===== src/rtl/gb_lcd_frame_writer.sv =====
// Captures the PPU pixel stream into a front/back frame-buffer pair and blank-fills the back bank while the LCD is off.
// Define GB_FRAME_DOUBLE_BUFFER_EN for two banks; otherwise a single bank at address 0 is written in place.
module gb_lcd_frame_writer #(
    parameter int GB_W      = 160,
    parameter int GB_H      = 144,
    parameter int FRAME_PIX = GB_W * GB_H
) (
    input  logic        GameBoy_clk,
    input  logic        GameBoy_reset_n,
    input  logic [1:0]  LD,
    input  logic        PX_VALID,
    input  logic        LCD_VSYNC,
    input  logic        LCD_ON,
    input  logic        ERR_CLR,
    output logic [15:0] WR_ADDR,
    output logic [1:0]  WR_DATA,
    output logic        WR_EN,
    output logic        FRONT_BANK,
    output logic        FRAME_DONE,
    output logic [7:0]  FRAME_CNT,
    output logic        FRAME_ERR
);

    localparam logic [15:0] BANK1_BASE = 16'(FRAME_PIX);
    localparam logic [14:0] LAST_PIX   = 15'(FRAME_PIX - 1);

    typedef enum logic [1:0] {
        WAIT_SYNC,
        CAPTURE,
        BLANK_FILL,
        LCD_OFF
    } state_t;

    state_t      state;
    logic [14:0] pix_cnt;
    logic [15:0] back_base;
    logic [15:0] pix_addr;
    logic        last_capture;
    logic        last_fill;
    logic        publish_now;

    // The last pixel of a bank is written on the same edge the bank is published.
    assign last_capture = (state == CAPTURE) && LCD_ON && !LCD_VSYNC && PX_VALID
                          && (pix_cnt == LAST_PIX);
    assign last_fill    = (state == BLANK_FILL) && (pix_cnt == LAST_PIX);
    assign publish_now  = last_capture || last_fill;

    assign pix_addr = back_base + 16'(pix_cnt);

`ifdef GB_FRAME_DOUBLE_BUFFER_EN
    logic back_bank;

    always_ff @(posedge GameBoy_clk or negedge GameBoy_reset_n) begin
        if (!GameBoy_reset_n) begin
            back_bank  <= 1'b1;
            FRONT_BANK <= 1'b0;
        end else if (publish_now) begin
            FRONT_BANK <= back_bank;
            back_bank  <= ~back_bank;
        end
    end

    assign back_base = back_bank ? BANK1_BASE : 16'd0;
`else
    assign back_base  = 16'd0;
    assign FRONT_BANK = 1'b0;
`endif

    always_ff @(posedge GameBoy_clk or negedge GameBoy_reset_n) begin
        if (!GameBoy_reset_n) begin
            state      <= WAIT_SYNC;
            pix_cnt    <= 15'd0;
            WR_EN      <= 1'b0;
            WR_ADDR    <= 16'd0;
            WR_DATA    <= 2'b00;
            FRAME_DONE <= 1'b0;
            FRAME_CNT  <= 8'd0;
            FRAME_ERR  <= 1'b0;
        end else begin
            WR_EN      <= 1'b0;
            FRAME_DONE <= 1'b0;

            // Clear first so a same-cycle short-frame set below takes precedence.
            if (ERR_CLR)
                FRAME_ERR <= 1'b0;

            if (publish_now) begin
                FRAME_DONE <= 1'b1;
                FRAME_CNT  <= FRAME_CNT + 8'd1;
            end

            case (state)
                WAIT_SYNC: begin
                    if (!LCD_ON) begin
                        state   <= BLANK_FILL;
                        pix_cnt <= 15'd0;
                    end else if (LCD_VSYNC) begin
                        state <= CAPTURE;
                        if (PX_VALID) begin
                            WR_EN   <= 1'b1;
                            WR_ADDR <= back_base;
                            WR_DATA <= LD;
                            pix_cnt <= 15'd1;
                        end else begin
                            pix_cnt <= 15'd0;
                        end
                    end
                end

                CAPTURE: begin
                    if (!LCD_ON) begin
                        state   <= BLANK_FILL;
                        pix_cnt <= 15'd0;
                    end else if (LCD_VSYNC) begin
                        if (pix_cnt != 15'd0)
                            FRAME_ERR <= 1'b1;
                        if (PX_VALID) begin
                            WR_EN   <= 1'b1;
                            WR_ADDR <= back_base;
                            WR_DATA <= LD;
                            pix_cnt <= 15'd1;
                        end else begin
                            pix_cnt <= 15'd0;
                        end
                    end else if (PX_VALID) begin
                        WR_EN   <= 1'b1;
                        WR_ADDR <= pix_addr;
                        WR_DATA <= LD;
                        if (last_capture) begin
                            pix_cnt <= 15'd0;
                            state   <= WAIT_SYNC;
                        end else begin
                            pix_cnt <= pix_cnt + 15'd1;
                        end
                    end
                end

                BLANK_FILL: begin
                    WR_EN   <= 1'b1;
                    WR_ADDR <= pix_addr;
                    WR_DATA <= 2'b00;
                    if (last_fill) begin
                        pix_cnt <= 15'd0;
                        state   <= LCD_OFF;
                    end else begin
                        pix_cnt <= pix_cnt + 15'd1;
                    end
                end

                LCD_OFF: begin
                    if (LCD_ON)
                        state <= WAIT_SYNC;
                end

                default: state <= WAIT_SYNC;
            endcase
        end
    end

endmodule


===== config.mk =====
export PLATFORM = sky130hd
export DESIGN_NAME = gb_lcd_frame_writer
export DESIGN_NICKNAME = d
export VERILOG_FILES = /design/src/rtl/gb_lcd_frame_writer.sv
export SDC_FILE = /design/constraint.sdc
export NUM_CORES = 1
export LEC_CHECK = 0
export CAP_MARGIN = 10
export CORE_MARGIN = 2
export CORE_UTILIZATION = 53
export DETAILED_ROUTE_END_ITERATION = 10
export PLACE_DENSITY = 0.82
export SYNTH_ARGS = -nofsm -noshare
export SYNTH_HDL_FRONTEND = slang
export SYNTH_SLANG_ARGS = --single-unit
export TNS_END_PERCENT = 20

===== constraint.sdc =====
create_clock -name GameBoy_clk -period 2.1 [get_ports GameBoy_clk]
set_input_delay 0.21 -clock GameBoy_clk [delete_from_list [all_inputs] [get_ports GameBoy_clk]]
set_output_delay 0.21 -clock GameBoy_clk [all_outputs]
set_load 0.005 [all_outputs]

==> run metrics <==
outcome finished, final reports clean; worst-path cell chain ha_1 > nand3_1 > nor3b_2 > a21oi_1 > nor3_4 > nor3_1; Seq/Total Area, Yosys 47.5%; CP Data Required Time 2.26 ns; Final GP Congestion about 0.94; Iter 0 DRT Violations 174; Final Hold Viols 0; Worst setup SP type flop; Max Slew Vio Count 0; Hold Path Class input port to asynchronous set/reset pin; peak per-stage delay on the critical path ~0.44 ns; Total Wirelength between 5000 and 6000 um; GRT Util Overall 23.2%; initial antenna violation count 0; deepest level of the CTS H-tree 2; DRT Pass-1 Iters 6; global-route wire length before repair around 9300 um; CTS root buffer clkbuf_8; RSZ-0062 raised after global routing yes; dpl ws ~0.048 ns; CTS clock-pin slew for the worst setup and hold paths ~0.080 ns; synth warn 0; starting density of the core between 50% and 60%; CTS tree built; vias in the first global route 2004; largest cells by area after synthesis dfrtp_1 48%, a22o_1 5.8%, ha_1 3.6%; CTS Buf Count 5; Worst Setup End Kind flop; final worst path period share between 90% and 100%; PortBufs 36; ANT cells 0; die height between 70 and 80 um; post-route ant nets 0; Syn Area/Cell ~10 um2; chip width ~70 um; Yosys top cell by area dfrtp_1; row cnt 24; Synth cell types between 40 and 50; power per cell area around 1000 nW/um2; post-detail-place hpwl about 3900 um; largest net degree at the start of global routing 35; crit path kind flop to flop; minimum clock period between 2 and 2.5 ns; post-synth top area share a little under half; Netlist Area Pre-Place around 2400 um2; Final nets 311; worst skew pair latency about 0.29 ns; fmax between 0.4 and 0.5 GHz; leak pwr about 1.4 nW; Synth-to-Final Area Change 28.1%; Ports 38; GR Overflow Total 0; core area 4380 um2; layout cell share with drive strength beyond 1 16.8%; die area a little over 5000 um2; setup ws final around 0.048 ns; Mapped Cells 240; slowest stage cell, crit path nor3_4; Worst Clk Skew 0.00345 ns; vias per inst approximately 6.1; Clock Tree Buf Depth 2; DR WL/cell about 16 um; Worst IR Drop VDD 708 uV; Clock Sinks 46; DRC violations left 0; hold slack ~0.33 ns; Yosys reg bits 46; CP arrival 2.21 ns; Mapped Nets approximately 260; final setup violation count 0; Max FO, Critical Path 8; DR vias 2119; maxcap violations 0
registers in the layout (all words and copies together), names as in the netlist:
| register | cells |
|---|---|
| FRAME_CNT | 8 |
| state | 2 |
| pix_cnt | 15 |
| WR_DATA | 2 |
| FRAME_ERR | 1 |
| WR_EN | 1 |
| WR_ADDR | 16 |
| FRAME_DONE | 1 |
cells in the final DEF (no fill, tap or decap), types with 2 or more instances in the layout:
cell type | synthesis | routed
dfrtp_1 | 46 | 45
clkdlybuf4s50_1 | 0 | 35
buf_4 | 2 | 24
nand2_1 | 22 | 22
a22o_1 | 16 | 15
nor2_1 | 14 | 14
o21ai_0 | 13 | 13
nor3_1 | 11 | 11
nand3_1 | 11 | 11
nand4_1 | 8 | 8
inv_1 | 7 | 7
xnor2_1 | 7 | 7
clkbuf_8 | 1 | 7
a31oi_1 | 7 | 6
a21oi_1 | 6 | 6
ha_1 | 7 | 6
and3_1 | 5 | 5
mux2i_1 | 5 | 5
and2_1 | 4 | 4
nor2b_1 | 3 | 3
nand2b_1 | 3 | 3
mux2_2 | 3 | 3
nor3_4 | 2 | 2
nor4_1 | 3 | 2
o31ai_1 | 2 | 2
o211ai_1 | 2 | 2
and4_1 | 2 | 2
xor2_1 | 2 | 2
buf_12 | 0 | 2
kinds of logic after synthesis:
group	count (synthesis)	synth area share [%]
and+or+nand+nor	94	21.6
AOI/OAI and AO/OA	54	15.5
DFF	46	47.5
buffers and inverters	21	4.91
xor gates and xnor gates	9	3.26
muxes	8	3.46
adders and majority gates	7	3.62
other	1	0.155
repair_timing:
| item | CTS | global route |
|---|---|---|
| hold buffers | 1 | 0 |
| resized for setup | 0 | 5 |
| hold endpoints to repair | 12 | 0 |
| setup buffers | 0 | 5 |
| setup endpoints to repair | 0 | 18 |
per-stage QoR:
step / setup TNS (ns) / instance area (um2) / cells / power, mW / utilization, %
after floorplan: 0 / 2420 / 240 / 1.82 / -
after global placement: 0 / 2930 / 335 / 2.31 / 66.9
after detailed placement: 0 / 2930 / 335 / 2.35 / 66.9
after CTS: 0 / 3050 / 344 / 2.96 / 69.5
after global routing: -0.454 / 3100 / 349 / 3.21 / 70.7
final: 0 / 3100 / 349 / 3.03 / 70.7
metal layers:
metal / global-route usage, % / wire length [um]
met1: 32.8 / 2480
met2: 35.5 / 2570
met3: 3.80 / 424
met4: 10.3 / 110
met5: 0 / 0
area by class of cell:
type | instances | area (um2)
well taps | 52 | 65.1
clock buffers | 7 | 96.3
flip-flops and latches | 46 | 1150
repair buffers | 63 | 586
multi-input cells | 173 | 1170
inverters | 7 | 26.3
clock inverters | 1 | 8.76
fillers | 312 | 1280
cells in the mapped netlist, drive strengths merged:
library cell,n
nor2,15
a22oi,1
a21boi,1
a21oi,6
buf,8
nand2b,3
ha,7
conb,1
xor2,2
mux2i,5
nand3,11
o31ai,2
o2111ai,1
xnor2,7
and4,2
nand4,9
nand2,22
a21o,1
a31oi,7
o21ai,14
and3,6
o211a,1
nand4b,1
a22o,16
o211ai,2
and2,4
nor3b,2
nor2b,3
inv,7
mux2,3
nor4,3
nor3,13
o31a,1
clkbuf,6
o22ai,1
dfrtp,46
critical path, delay by kind of cell (launching register included):
| family | cells | cell delay (ns) |
|---|---|---|
| flip-flops | 1 | 0.43 |
| AO/OA/AOI/OAI | 1 | 0.21 |
| adder cells (fa/ha/maj) | 1 | 0.25 |
| AND/OR/NAND/NOR | 4 | 1.03 |
report_power, final:
part | switching, mW | internal [mW]
logic | 0.801 | 0.600
registers | 0.0654 | 0.966
clock network | 0.293 | 0.302
total | 1.16 | 1.87
final timing paths:
kind,from,end,slack [ns],cells after the start
worst max-delay path,pix_cnt[1],pix_cnt[9],0.05,6
worst min-delay path,GameBoy_reset_n,WR_ADDR[1],0.33,2
worst max register to register,pix_cnt[1],pix_cnt[9],0.05,6
worst min register to register,FRAME_CNT[7],FRAME_CNT[7],0.49,1
max in group asynchronous,GameBoy_reset_n,WR_ADDR[9],1.05,3
min in group GameBoy_clk,ERR_CLR,FRAME_ERR,0.47,2
Note: power is estimated with default switching activity, not from simulation.
